===== src/rtl/reg_access_pkg.sv =====
// Shared types and widths for the register-map access sequencer.
package reg_access_pkg;

    localparam int REG_ADDR_W = 8;
    localparam int REG_DATA_W = 8;

    typedef enum logic [2:0] {
        IDLE      = 3'd0,
        WR_STROBE = 3'd1,
        WR_COMMIT = 3'd2,
        RD        = 3'd3,
        RESP      = 3'd4
    } state_e;

    function automatic int idx_width(input int n);
        return (n > 1) ? $clog2(n) : 1;
    endfunction

endpackage


===== src/rtl/rr_arbiter.sv =====
// Combinational round-robin pick: first requester at or after the pointer, cyclic.
module rr_arbiter #(
    parameter int N     = 2,
    parameter int IDX_W = (N > 1) ? $clog2(N) : 1
) (
    input  logic [N-1:0]     req,
    input  logic [IDX_W-1:0] ptr,
    output logic [N-1:0]     gnt,
    output logic [IDX_W-1:0] idx,
    output logic [IDX_W-1:0] next_ptr,
    output logic             valid
);

    always_comb begin
        int               j;
        logic [IDX_W-1:0] j_idx;
        gnt   = '0;
        idx   = '0;
        valid = 1'b0;
        j     = 0;
        j_idx = '0;
        for (int i = 0; i < N; i++) begin
            j = int'(ptr) + i;
            if (j >= N) begin
                j = j - N;
            end
            j_idx = IDX_W'(j);
            if (!valid && req[j_idx]) begin
                valid      = 1'b1;
                idx        = j_idx;
                gnt[j_idx] = 1'b1;
            end
        end
    end

    // Pointer moves one past the winner so the winner becomes lowest priority.
    assign next_ptr = (idx == IDX_W'(N - 1)) ? '0 : idx + IDX_W'(1);

endmodule


===== src/rtl/reg_access_ctrl.sv =====
// Arbitrates requesters onto the register map port and sequences its
// strobe-then-falling-edge write protocol, retrying writes lost to preload.
//
// state     | meaning
// ----------+------------------------------------------------------------
// IDLE      | no transaction; arbitrate and latch payload of the winner
// WR_STROBE | reg_wr_en_o high; held here while preload is active
// WR_COMMIT | reg_wr_en_o low; map commits at cycle end unless preload hits
// RD        | address on the map; rdata captured at cycle end
// RESP      | one-cycle ack to the granted requester, response valid
module reg_access_ctrl
    import reg_access_pkg::*;
#(
    parameter int NUM_REQ     = 2,
    parameter int MAX_ADDRESS = 3
) (
    input  logic                          clk,
    input  logic                          rst_n,
    input  logic [NUM_REQ-1:0]            req_i,
    input  logic [NUM_REQ-1:0]            req_we_i,
    input  logic [NUM_REQ*REG_ADDR_W-1:0] req_addr_i,
    input  logic [NUM_REQ*REG_DATA_W-1:0] req_wdata_i,
    output logic [NUM_REQ-1:0]            gnt_o,
    output logic [NUM_REQ-1:0]            ack_o,
    output logic [REG_DATA_W-1:0]         rsp_rdata_o,
    output logic                          rsp_err_o,
    output logic                          busy_o,
    output logic [REG_ADDR_W-1:0]         reg_addr_o,
    output logic [REG_DATA_W-1:0]         reg_wdata_o,
    output logic                          reg_wr_en_o,
    input  logic [REG_DATA_W-1:0]         reg_rdata_i,
    input  logic                          preload_en_i
);

    localparam int IDX_W = idx_width(NUM_REQ);
    localparam logic [REG_ADDR_W-1:0] MAX_ADDR = REG_ADDR_W'(MAX_ADDRESS);

    state_e                  state;
    logic [IDX_W-1:0]        rr_ptr;
    logic [NUM_REQ-1:0]      arb_gnt;
    logic [IDX_W-1:0]        arb_idx;
    logic [IDX_W-1:0]        arb_next;
    logic                    arb_valid;
    logic                    sel_we;
    logic [REG_ADDR_W-1:0]   sel_addr;
    logic [REG_DATA_W-1:0]   sel_wdata;

    rr_arbiter #(
        .N     (NUM_REQ),
        .IDX_W (IDX_W)
    ) u_rr_arbiter (
        .req      (req_i),
        .ptr      (rr_ptr),
        .gnt      (arb_gnt),
        .idx      (arb_idx),
        .next_ptr (arb_next),
        .valid    (arb_valid)
    );

    always_comb begin
        sel_we    = 1'b0;
        sel_addr  = '0;
        sel_wdata = '0;
        for (int k = 0; k < NUM_REQ; k++) begin
            if (arb_idx == IDX_W'(k)) begin
                sel_we    = req_we_i[k];
                sel_addr  = req_addr_i[k*REG_ADDR_W +: REG_ADDR_W];
                sel_wdata = req_wdata_i[k*REG_DATA_W +: REG_DATA_W];
            end
        end
    end

    always_ff @(posedge clk or negedge rst_n) begin
        if (!rst_n) begin
            state       <= IDLE;
            rr_ptr      <= '0;
            gnt_o       <= '0;
            ack_o       <= '0;
            rsp_rdata_o <= '0;
            rsp_err_o   <= 1'b0;
            busy_o      <= 1'b0;
            reg_addr_o  <= '0;
            reg_wdata_o <= '0;
            reg_wr_en_o <= 1'b0;
        end else begin
            case (state)
                IDLE: begin
                    if (arb_valid) begin
                        gnt_o  <= arb_gnt;
                        rr_ptr <= arb_next;
                        busy_o <= 1'b1;
                        // Out-of-range accesses never touch the map port.
                        if (sel_addr > MAX_ADDR) begin
                            state     <= RESP;
                            ack_o     <= arb_gnt;
                            rsp_err_o <= 1'b1;
                        end else if (sel_we) begin
                            state       <= WR_STROBE;
                            reg_addr_o  <= sel_addr;
                            reg_wdata_o <= sel_wdata;
                            reg_wr_en_o <= 1'b1;
                        end else begin
                            state      <= RD;
                            reg_addr_o <= sel_addr;
                        end
                    end
                end
                WR_STROBE: begin
                    // Dropping the strobe during preload would yield a lost edge.
                    if (!preload_en_i) begin
                        state       <= WR_COMMIT;
                        reg_wr_en_o <= 1'b0;
                    end
                end
                WR_COMMIT: begin
                    if (preload_en_i) begin
                        state       <= WR_STROBE;
                        reg_wr_en_o <= 1'b1;
                    end else begin
                        state <= RESP;
                        ack_o <= gnt_o;
                    end
                end
                RD: begin
                    state       <= RESP;
                    rsp_rdata_o <= reg_rdata_i;
                    ack_o       <= gnt_o;
                end
                RESP: begin
                    state       <= IDLE;
                    gnt_o       <= '0;
                    ack_o       <= '0;
                    rsp_rdata_o <= '0;
                    rsp_err_o   <= 1'b0;
                    busy_o      <= 1'b0;
                end
                default: begin
                    state       <= IDLE;
                    gnt_o       <= '0;
                    ack_o       <= '0;
                    rsp_rdata_o <= '0;
                    rsp_err_o   <= 1'b0;
                    busy_o      <= 1'b0;
                    reg_wr_en_o <= 1'b0;
                end
            endcase
        end
    end

endmodule

===== config.mk =====
export PLATFORM = sky130hd
export DESIGN_NAME = reg_access_ctrl
export DESIGN_NICKNAME = d
export VERILOG_FILES = /design/src/rtl/reg_access_pkg.sv /design/src/rtl/rr_arbiter.sv /design/src/rtl/reg_access_ctrl.sv
export SDC_FILE = /design/constraint.sdc
export NUM_CORES = 1
export LEC_CHECK = 0
export BUFFER_PORTS_ARGS = -buffer_cell sky130_fd_sc_hd__buf_4
export CORE_UTILIZATION = 38
export DETAILED_ROUTE_END_ITERATION = 8
export PLACE_DENSITY = 0.66
export SKIP_LAST_GASP = 1
export SYNTH_ARGS = -nofsm -noshare
export SYNTH_HDL_FRONTEND = slang
export SYNTH_SLANG_ARGS = --single-unit

===== constraint.sdc =====
create_clock -name clk -period 2.37 [get_ports clk]
set_input_delay 0.474 -clock clk [delete_from_list [all_inputs] [get_ports clk]]
set_output_delay 0.474 -clock clk [all_outputs]
set_load 0.03 [all_outputs]

==> summary.txt, run 1 <==
Setup path
  • Worst setup SP type: flip-flop
  • Crit path DAT: 2.19 ns
  • Worst Setup End Kind: flip-flop
  • Flop2flop setup slack: 0.36 ns
  • CP required: 2.55 ns
  • Critical path origin: state[1]
  • CP Class: flip-flop to flip-flop
  • Crit-path max FO: 12
  • RR Startpoint: state[1]

Route
  • Total wire length: 3.92 mm
  • First DRT Iteration DRCs: 79
  • Via density: 4.99
  • Residual DRC count: 0
  • Via Count: 1418
  • DR pass1 iterations: 4
  • WL/cell: 13.8 microns
  • Remaining antenna violation count: 0

Clocking
  • H-tree Lvls: 2
  • Root buf cell: clkbuf_8
  • # clock sinks: 35
  • Total CTS buffers: 5
  • Clk Latency, worst-skew pair: 0.29 ns
  • Clock Path Buffers: 2
  • Hold_buf cts: 0
  • Setup Fix Bufs, Post-CTS: 0
  • Reg clk slew, reported paths: 0.07 ns
  • Post_cts resized: 0
  • CTS tree: done

Floorplanning
  • DIE WIDTH: 68.8 microns
  • Core ar.: 0.00414 sq mm
  • Die Y-Extent: 68.8 microns
  • Starting Density: 41.0%
  • Die area: 0.00474 sq mm
  • Top Ports: 78
  • Num rows: 23

Yosys
  • Largest family of logic cells by synthesized area: multiplexers
  • Yosys warning count: 0
  • Synth Area in Compound Gates: 10.6%
  • Area share of the largest cell type after synthesis: 51.6%
  • Asr flop ratio synth: 100%
  • Cells after synthesis: 154
  • Multiplexer share of the synthesized area: 17.6%
  • Cell taking the most area after synthesis: dfrtp_1
  • Mapped Nets: 201
  • Post-synth EDFFs: 0
  • Post-Synth XOR/XNOR Area: 0%
  • Synth top area cells: dfrtp_1, mux2_4, mux2_2
  • Post-synthesis adder-cell area fraction: 0%
  • Mapped cell area: 0.00170 sq mm
  • Avg Synthesized Cell Area: 11.0 sq um
  • Seq/Total Area, Yosys: 51.6%
  • Primary FF master, synth: dfrtp_1
  • Post-Synth Simple-Gate Area: 17.0%
  • FF+latch count, synth: 35
  • Distinct cells, synth: 37

STA
  • Unrepaired setup endpoints after global routing: no
  • Final worst setup slack: 0.359 ns
  • Rel. slew slack: 51.9%
  • Setup-failing EPs final: 0
  • Max Fclk: 497 MHz
  • Worst hold margin: 0.128 ns
  • Worst-margin pin slew: 0.716 ns
  • Max Clock Skew: 0.00385 ns
  • Final worst path period need: 2.01 ns
  • Sum Neg Setup Slack: 0 ns
  • Fin. max-slew vios: 0
  • Final worst-path cycle share: 84.8%
  • Final Hold Fails: 0

Pwr
  • Max rail drop VDD: 0.000360 V
  • PwrDens: 681 mW/mm^2
  • Pleak: 1.23 nW

Global routing
  • Gr busiest metal: met2
  • Grt total ovfl: 0
  • Met1 Use GR: 22.9%
  • Via count of the first global-routing pass: 1368
  • Met2 GRT Util: 27.9%
  • M3 GR Usage: 3.62%
  • First-pass GRT wire length: 6.07 mm
  • Largest net degree at the start of global routing: 36
  • Initial antenna violation count: 0
  • Total Routing Usage GR: 17.6%

Layout
  • Finished Core Util: 58.3%
  • Layout Area Growth over Synthesis: 42.2%
  • Finished layout cell area: 0.00241 sq mm
  • Most common cell after layout, fill and taps aside: buf_4
  • Final #Nets: 280
  • Layout filler cell count: 385
  • Most frequent cells in the layout: buf_4, dfrtp_1, nand2_1, a21oi_1
  • Ratio of cells with drive above 1 in the final layout: 50.0%
  • Antenna fix cells: 0

Placement
  • Buffers on Ports: 77
  • Final GP Congestion: 0.751
  • DP HPWL: 2.84 mm
  • Dpl ws: 0.112 ns
  • Post-DP Area: 0.00233 sq mm

Run status
  • Status: finished, final reports clean

Flow run
  • Max Cap Viol: 0

Min path
  • HP Class: primary input to asynchronous set/reset pin
stage by stage:
step	instances	total power, mW
after floorplan	154	1.02
after global routing	284	1.73
after detailed placement	276	1.23
final	284	1.64
after global placement	276	1.23
after CTS	284	1.66
state kept, by name, indices dropped and copies added, names as in the netlist:
register / cells
ack_o: 2
gnt_o: 2
reg_addr_o: 8
reg_wr_en_o: 1
rr_ptr: 1
rsp_err_o: 1
reg_wdata_o: 8
busy_o: 1
rsp_rdata_o: 8
state: 3
kinds of logic after synthesis:
| logic type | after synthesis |
|---|---|
| AOI/OAI and AO/OA | 29 |
| buffers and inverters | 12 |
| DFF | 35 |
| muxes | 23 |
| and+or+nand+nor | 55 |
worst max-delay path, cell delays in order, from the launching register on:
cell	delay [ns]
dfrtp_1	0.51
nor3_1	0.65
nor3_1	0.12
o21ba_2	0.29
mux2_2	0.33
routing by layer:
layer	vias up	wire length, microns
met2	37	1830
met3	8	238
li1	701	-
met1	672	1780
met4	0	69
met5	-	0
where the power goes:
group | internal (mW) | switching, mW | total (mW)
clock | 0.204 | 0.219 | 0.424
combinational | 0.243 | 0.267 | 0.510
sequential | 0.665 | 0.0446 | 0.710
final timing paths:
| path | end | cells after the start |
|---|---|---|
| worst max-delay path | ack_o[0] | 4 |
| worst min-delay path | reg_wdata_o[2] | 1 |
| worst max register to register | ack_o[0] | 4 |
| worst min register to register | reg_addr_o[4] | 1 |
| max in group asynchronous | rsp_rdata_o[2] | 1 |
| min in group clk | rr_ptr | 2 |
final cells by class:
cell class                 count  area [sq um]  share of cell area (%)
tap                           50          62.6                    2.59
sequential                    35           876                    36.3
clock buffer                   5          68.8                    2.85
clock inverter                 3          20.0                   0.829
inverter                       3          11.3                   0.466
timing repair buffer          81           608                    25.2
multi-input combinational    107           768                    31.8
synthesized netlist by cell type (2+ instances only):
cell type   n
nor3_1      4
nand3_1     8
buf_1       2
mux2_4     11
or3_1       2
nor2_1      7
clkbuf_1    5
and2_1      8
mux2_2     11
o21ai_0     2
inv_1       3
a21oi_1    16
nand2b_1    2
dfrtp_1    35
nand2_1    16
Power figures use the tool's default switching activity.
==> inputs of run 2 (changes only) <==
--- a/config.mk
+++ b/config.mk
@@ -5,10 +5,11 @@
 export SDC_FILE = /design/constraint.sdc
 export NUM_CORES = 1
 export LEC_CHECK = 0
+export ABC_AREA = 1
 export BUFFER_PORTS_ARGS = -buffer_cell sky130_fd_sc_hd__buf_4
 export CORE_UTILIZATION = 38
 export DETAILED_ROUTE_END_ITERATION = 8
-export PLACE_DENSITY = 0.66
+export PLACE_DENSITY = 0.68
 export SKIP_LAST_GASP = 1
 export SYNTH_ARGS = -nofsm -noshare
 export SYNTH_HDL_FRONTEND = slang
==> constraint.sdc (replaced) <==
create_clock -name clk -period 1.8 [get_ports clk]
set_input_delay 0.36 -clock clk [delete_from_list [all_inputs] [get_ports clk]]
set_output_delay 0.36 -clock clk [all_outputs]
set_load 0.03 [all_outputs]
==> summary.txt, run 2 <==
Run status
  • Status: complete, but fails checks
  • Failing checks: DRC

Global routing
  • Grt total ovfl: 0
  • Via count of the first global-routing pass: 1642
  • Largest net degree at the start of global routing: 36
  • Total Routing Usage GR: 18.1%
  • First-pass GRT wire length: 7.18 mm
  • Initial antenna violation count: 0

Placement
  • Buffers on Ports: 77
  • Final GP Congestion: 0.787
  • Dpl ws: 0.110 ns
  • DP HPWL: 3.20 mm

STA
  • Max Clock Skew: 0.00438 ns
  • Unrepaired setup endpoints after global routing: no
  • Fin. max-slew vios: 0
  • Worst-margin pin slew: 0.441 ns
  • Final worst path period need: 1.63 ns
  • Setup-failing EPs final: 0
  • Rel. slew slack: 70.6%
  • Final worst setup slack: 0.174 ns
  • Final Hold Fails: 0
  • Sum Neg Setup Slack: 0 ns
  • Max Fclk: 615 MHz
  • Final worst-path cycle share: 90.4%

Yosys
  • Area share of the largest cell type after synthesis: 47.8%
  • FF+latch count, synth: 35
  • Multiplexer share of the synthesized area: 1.09%
  • Mapped Nets: 284
  • Synth top area cells: dfrtp_1, nand2_1, nand3_1
  • Most common cell in the netlist: nand2_1
  • Asr flop ratio synth: 100%
  • Seq/Total Area, Yosys: 47.8%
  • Post-Synth Simple-Gate Area: 35.6%
  • Cell taking the most area after synthesis: dfrtp_1
  • Post-Synth XOR/XNOR Area: 0%
  • Primary FF master, synth: dfrtp_1
  • Mapped cell area: 0.00183 sq mm
  • Post-synthesis adder-cell area fraction: 0%
  • Distinct cells, synth: 26
  • Yosys warning count: 0
  • Largest family of logic cells by synthesized area: simple AND/OR/NAND/NOR gates
  • Post-synth EDFFs: 0
  • Post-synth top cells: nand2_1, dfrtp_1, inv_1
  • Cells after synthesis: 237
  • Avg Synthesized Cell Area: 7.72 sq um
  • Synth Area in Compound Gates: 7.11%

Setup path
  • CP required: 1.98 ns
  • Delay-heaviest family, CP: simple AND/OR/NAND/NOR gates
  • Levels on crit path: 12
  • Crit path top cell by count: nand2_1
  • Worst setup SP type: flip-flop
  • Crit path DAT: 1.81 ns
  • CP max stage cell: dfrtp_1
  • Worst Setup End Kind: flip-flop
  • Worst path cell trace: inv_2 > nand2_4 > nand2_8 > nand2_1 > nand2_1 > nand3_2 > nor2_4 > nand2_4 > inv_6 > nand2_4 > nand2_1 > nand2_1
  • Worst Reg-to-Reg Cells: 12
  • Slowest Stage Delay on Critical Path: 0.41 ns
  • CP bufs+invs: 2
  • CP Class: flip-flop to flip-flop
  • Crit-path max FO: 11

Flow run
  • Max Cap Viol: 0

Route
  • Remaining antenna violation count: 0
  • DR pass1 iterations: 7
  • Via density: 4.66
  • Total wire length: 4.17 mm
  • Via Count: 1744
  • First DRT Iteration DRCs: 91
  • WL/cell: 11.1 microns
  • Residual DRC count: 9

Clocking
  • CTS tree: done
  • H-tree Lvls: 2
  • Hold_buf cts: 0
  • Clk Latency, worst-skew pair: 0.29 ns
  • Root buf cell: clkbuf_8
  • Clock Path Buffers: 2
  • # clock sinks: 35
  • Reg clk slew, reported paths: 0.07 ns
  • Total CTS buffers: 5

Floorplanning
  • Starting Density: 40.6%
  • Die Y-Extent: 71.4 microns
  • DIE WIDTH: 71.4 microns
  • Core ar.: 0.00450 sq mm
  • Num rows: 24
  • Top Ports: 78
  • Die area: 0.00510 sq mm

Layout
  • Ratio of cells with drive above 1 in the final layout: 35.7%
  • Most common cell after layout, fill and taps aside: nand2_1
  • Antenna fix cells: 0
  • Final #Nets: 368
  • Layout Area Growth over Synthesis: 39.8%
  • Largest regs: reg_addr_o (8), reg_wdata_o (8), rsp_rdata_o (8)
  • Most frequent cells in the layout: nand2_1, buf_4, dfrtp_1

Pwr
  • PwrDens: 1120 mW/mm^2
  • Max rail drop VDD: 0.000910 V
  • Pleak: 1.55 nW

Min path
  • HP Class: primary input to asynchronous set/reset pin
## run 2: cell count changes in the layout (fill, tap and decap cells not counted), sizes merged, moves of 8 or more
cell   before  now
nand2      17  103
mux2       22    0
and2        8    0
o21ai       2   19
nand3       8   18
a21oi      16    4
inv         3   32
## run 2: what timing repair did
action                     CTS  global route
setup endpoints to repair    0             8
setup buffers                0             3
gates resized for setup      0             0
## run 2: layer usage
layer	vias up	wire, microns	track usage, %
met5	-	0	0
met4	0	51	5.33
met3	5	334	5.06
met2	63	1890	30.4
met1	772	1890	22.7
li1	904	-	-
## run 2: area by class of cell
class                           count  area, sq um
Clock buffer                        6         72.6
Clock inverter                      2         12.5
Fill cell                         433         1940
Inverter                           33          131
Multi-Input combinational cell    166          802
Sequential cell                    35          876
Tap cell                           52         65.1
Timing Repair Buffer               80          601
## run 2: kinds of logic after synthesis
| group | Yosys count |
|---|---|
| muxes | 2 |
| and+or+nand+nor | 140 |
| buffers and inverters | 36 |
| DFF | 35 |
| AOI/OAI and AO/OA | 24 |
## run 2: where the power goes
group	internal, mW	total, mW	switching (mW)	leakage (nW)
sequential	0.945	1.07	0.123	0.473
combinational	0.456	1.25	0.792	1.03
clock	0.270	0.553	0.283	0.0412
## run 2: through the flow
stage / total power [mW] / cell area (sq um) / instances / hold slack, ns / util (%)
6_report: 2.87 / 2560 / 374 / 0.0132 / 56.8
5_1_grt: 3.07 / 2560 / 374 / 0.0411 / 56.8
4_1_cts: 2.89 / 2540 / 371 / 0.0235 / 56.3
3_5_place_dp: 2.32 / 2450 / 363 / 0.340 / 54.4
3_3_place_gp: 2.31 / 2450 / 363 / 0.334 / 54.4
2_1_floorplan: 1.87 / 1830 / 237 / 0.0644 / -
## run 2: path summary, 6_finish.rpt
path | slack (ns) | startpoint | end
worst max-delay path | 0.17 | rr_ptr | reg_wdata_o[2]
worst min-delay path | 0.01 | rst_n | reg_addr_o[4]
worst max register to register | 0.17 | rr_ptr | reg_wdata_o[2]
worst min register to register | 0.48 | ack_o[0] | ack_o[0]
max in group asynchronous | 1.47 | rst_n | busy_o
min in group clk | 0.27 | reg_rdata_i[6] | rsp_rdata_o[6]
==> inputs of run 3 (changes only) <==
--- a/config.mk
+++ b/config.mk
@@ -7,9 +7,9 @@
 export LEC_CHECK = 0
 export ABC_AREA = 1
 export BUFFER_PORTS_ARGS = -buffer_cell sky130_fd_sc_hd__buf_4
-export CORE_UTILIZATION = 38
+export CORE_UTILIZATION = 30
 export DETAILED_ROUTE_END_ITERATION = 8
-export PLACE_DENSITY = 0.68
+export PLACE_DENSITY = 0.56
 export SKIP_LAST_GASP = 1
 export SYNTH_ARGS = -nofsm -noshare
 export SYNTH_HDL_FRONTEND = slang
==> summary.txt, run 3 (synthesis gave the netlist of run 2 again) <==
STA
  • Setup-failing EPs final: 0
  • Worst-margin pin slew: 0.449 ns
  • Final worst path period need: 1.61 ns
  • Max Fclk: 621 MHz
  • Rel. slew slack: 70.0%
  • Unrepaired setup endpoints after global routing: no
  • Final Hold Fails: 0
  • Fin. max-slew vios: 0
  • Max Clock Skew: 0.00511 ns
  • Final worst-path cycle share: 89.4%
  • Sum Neg Setup Slack: 0 ns

Layout
  • Final #Nets: 369
  • Most common cell after layout, fill and taps aside: nand2_1
  • Most frequent cells in the layout: nand2_1, buf_4, dfrtp_1
  • Antenna fix cells: 0
  • Ratio of cells with drive above 1 in the final layout: 36.2%
  • Layout filler cell count: 631
  • Layout Area Growth over Synthesis: 41.8%
  • Final Non-Filler Cells: 398
  • Largest regs: reg_addr_o (8), reg_wdata_o (8), rsp_rdata_o (8)

Route
  • First DRT Iteration DRCs: 72
  • Residual DRC count: 0
  • Remaining antenna violation count: 0
  • Via Count: 1739
  • Via density: 4.37
  • DR pass1 iterations: 4
  • WL/cell: 10.9 microns
  • Total wire length: 4.33 mm

Clocking
  • Total CTS buffers: 5
  • Reg clk slew, reported paths: 0.07 ns
  • H-tree Lvls: 2
  • Root buf cell: clkbuf_8
  • Clk Latency, worst-skew pair: 0.27 ns
  • CTS tree: done
  • Post_cts resized: 0
  • Hold_buf cts: 0
  • # clock sinks: 35
  • Setup Fix Bufs, Post-CTS: 0
  • Clock Path Buffers: 2

Setup path
  • CP Class: flip-flop to flip-flop
  • CP max stage cell: dfrtp_1
  • Delay-heaviest family, CP: simple AND/OR/NAND/NOR gates
  • Worst path cell trace: inv_2 > nand2_4 > nand2_8 > nand2_1 > nand2_1 > nand3_2 > nor2_4 > nand2_4 > inv_6 > nand2_4 > nand2_1 > nand2_1
  • Worst Setup End Kind: flip-flop
  • CP required: 1.97 ns
  • Crit-path max FO: 11
  • CP bufs+invs: 2
  • Crit path DAT: 1.77 ns
  • Worst setup SP type: flip-flop
  • Crit path top cell by count: nand2_1
  • Slowest Stage Delay on Critical Path: 0.40 ns

Pwr
  • Pleak: 1.56 nW
  • Reg power frac: 37.1%
  • Comb pwr share: 44.2%
  • Int Power: 1.68 mW
  • PwrDens: 1100 mW/mm^2
  • Clock power share: 18.8%
  • Switching Share: 41.3%
  • Max rail drop VDD: 0.000464 V
  • P_sw: 1.18 mW

Global routing
  • Total Routing Usage GR: 14.0%
  • Via count of the first global-routing pass: 1616
  • Initial antenna violation count: 0
  • First-pass GRT wire length: 6.97 mm
  • Largest net degree at the start of global routing: 36
  • Grt total ovfl: 0

Floorplanning
  • Starting Density: 31.1%
  • Num rows: 28
  • Die area: 0.00642 sq mm
  • DIE WIDTH: 80.1 microns
  • Top Ports: 78
  • Die Y-Extent: 80.1 microns
  • Core ar.: 0.00589 sq mm

Flow run
  • Max Cap Viol: 0

Placement
  • Dpl cells: 388
  • Final GP Congestion: 0.758
  • DP HPWL: 3.30 mm
  • Buffers on Ports: 77

Min path
  • HP Class: primary input to asynchronous set/reset pin

Run status
  • Status: finished, final reports clean
run 3: layout make-up:
class	count	area [sq um]	share of cell area [%]
inverters	33	131	5.06
repair buffers	81	608	23.4
well taps	75	93.8	3.62
multi-input cells	166	802	30.9
clock buffers	5	68.8	2.65
flip-flops and latches	35	876	33.8
clock inverters	3	15.0	0.579
run 3: final timing paths:
check / from / endpoint / slack (ns) / depth (start not counted)
min in group clk: reg_rdata_i[7] / rsp_rdata_o[7] / 0.28 / 3
setup reg to reg: rr_ptr / reg_wdata_o[7] / 0.19 / 12
hold reg to reg: reg_wdata_o[6] / reg_wdata_o[6] / 0.48 / 2
setup / recovery: rr_ptr / reg_wdata_o[7] / 0.19 / 12
max in group asynchronous: rst_n / rsp_rdata_o[0] / 1.45 / 1
hold / removal: rst_n / reg_addr_o[1] / 0.03 / 1
run 3: routing by layer:
metal / vias to the layer above / part of all wire [%] / global-route usage, %
met5: - / 0 / 0
met4: 0 / 0.28 / 3.04
met3: 2 / 7.2 / 3.75
met2: 53 / 48 / 25.0
met1: 776 / 45 / 16.8
li1: 908 / - / -
run 3: power groups by stage:
stage	Combinational (mW)	Sequential, mW	Clock (mW)
floorplan	0.533	1.33	0
global placement	1.26	1.08	0
detailed placement	1.27	1.08	0
CTS	1.27	1.06	0.559
global route	1.39	1.08	0.591
finish	1.26	1.06	0.536
run 3: metrics by stage:
| stage | total power, mW | hold WS (ns) | util, % | instance area, sq um | setup slack, ns |
|---|---|---|---|---|---|
| 4_1_cts | 2.89 | 0.0421 | 43.8 | 2580 | 0.0913 |
| 3_3_place_gp | 2.34 | 0.346 | 42.4 | 2500 | 0.135 |
| 6_report | 2.86 | 0.0278 | 44.1 | 2590 | 0.191 |
| 2_1_floorplan | 1.87 | 0.0644 | - | 1830 | 0.376 |
| 5_1_grt | 3.07 | 0.0544 | 44.1 | 2590 | 0.00381 |
| 3_5_place_dp | 2.34 | 0.349 | 42.4 | 2500 | 0.102 |
run 3: worst reg2reg max path: cells and delay by family, from the launching register on:
family,cells,cell delay (ns)
buffers and inverters,2,0.21
flip-flops,1,0.40
AND/OR/NAND/NOR,10,0.88
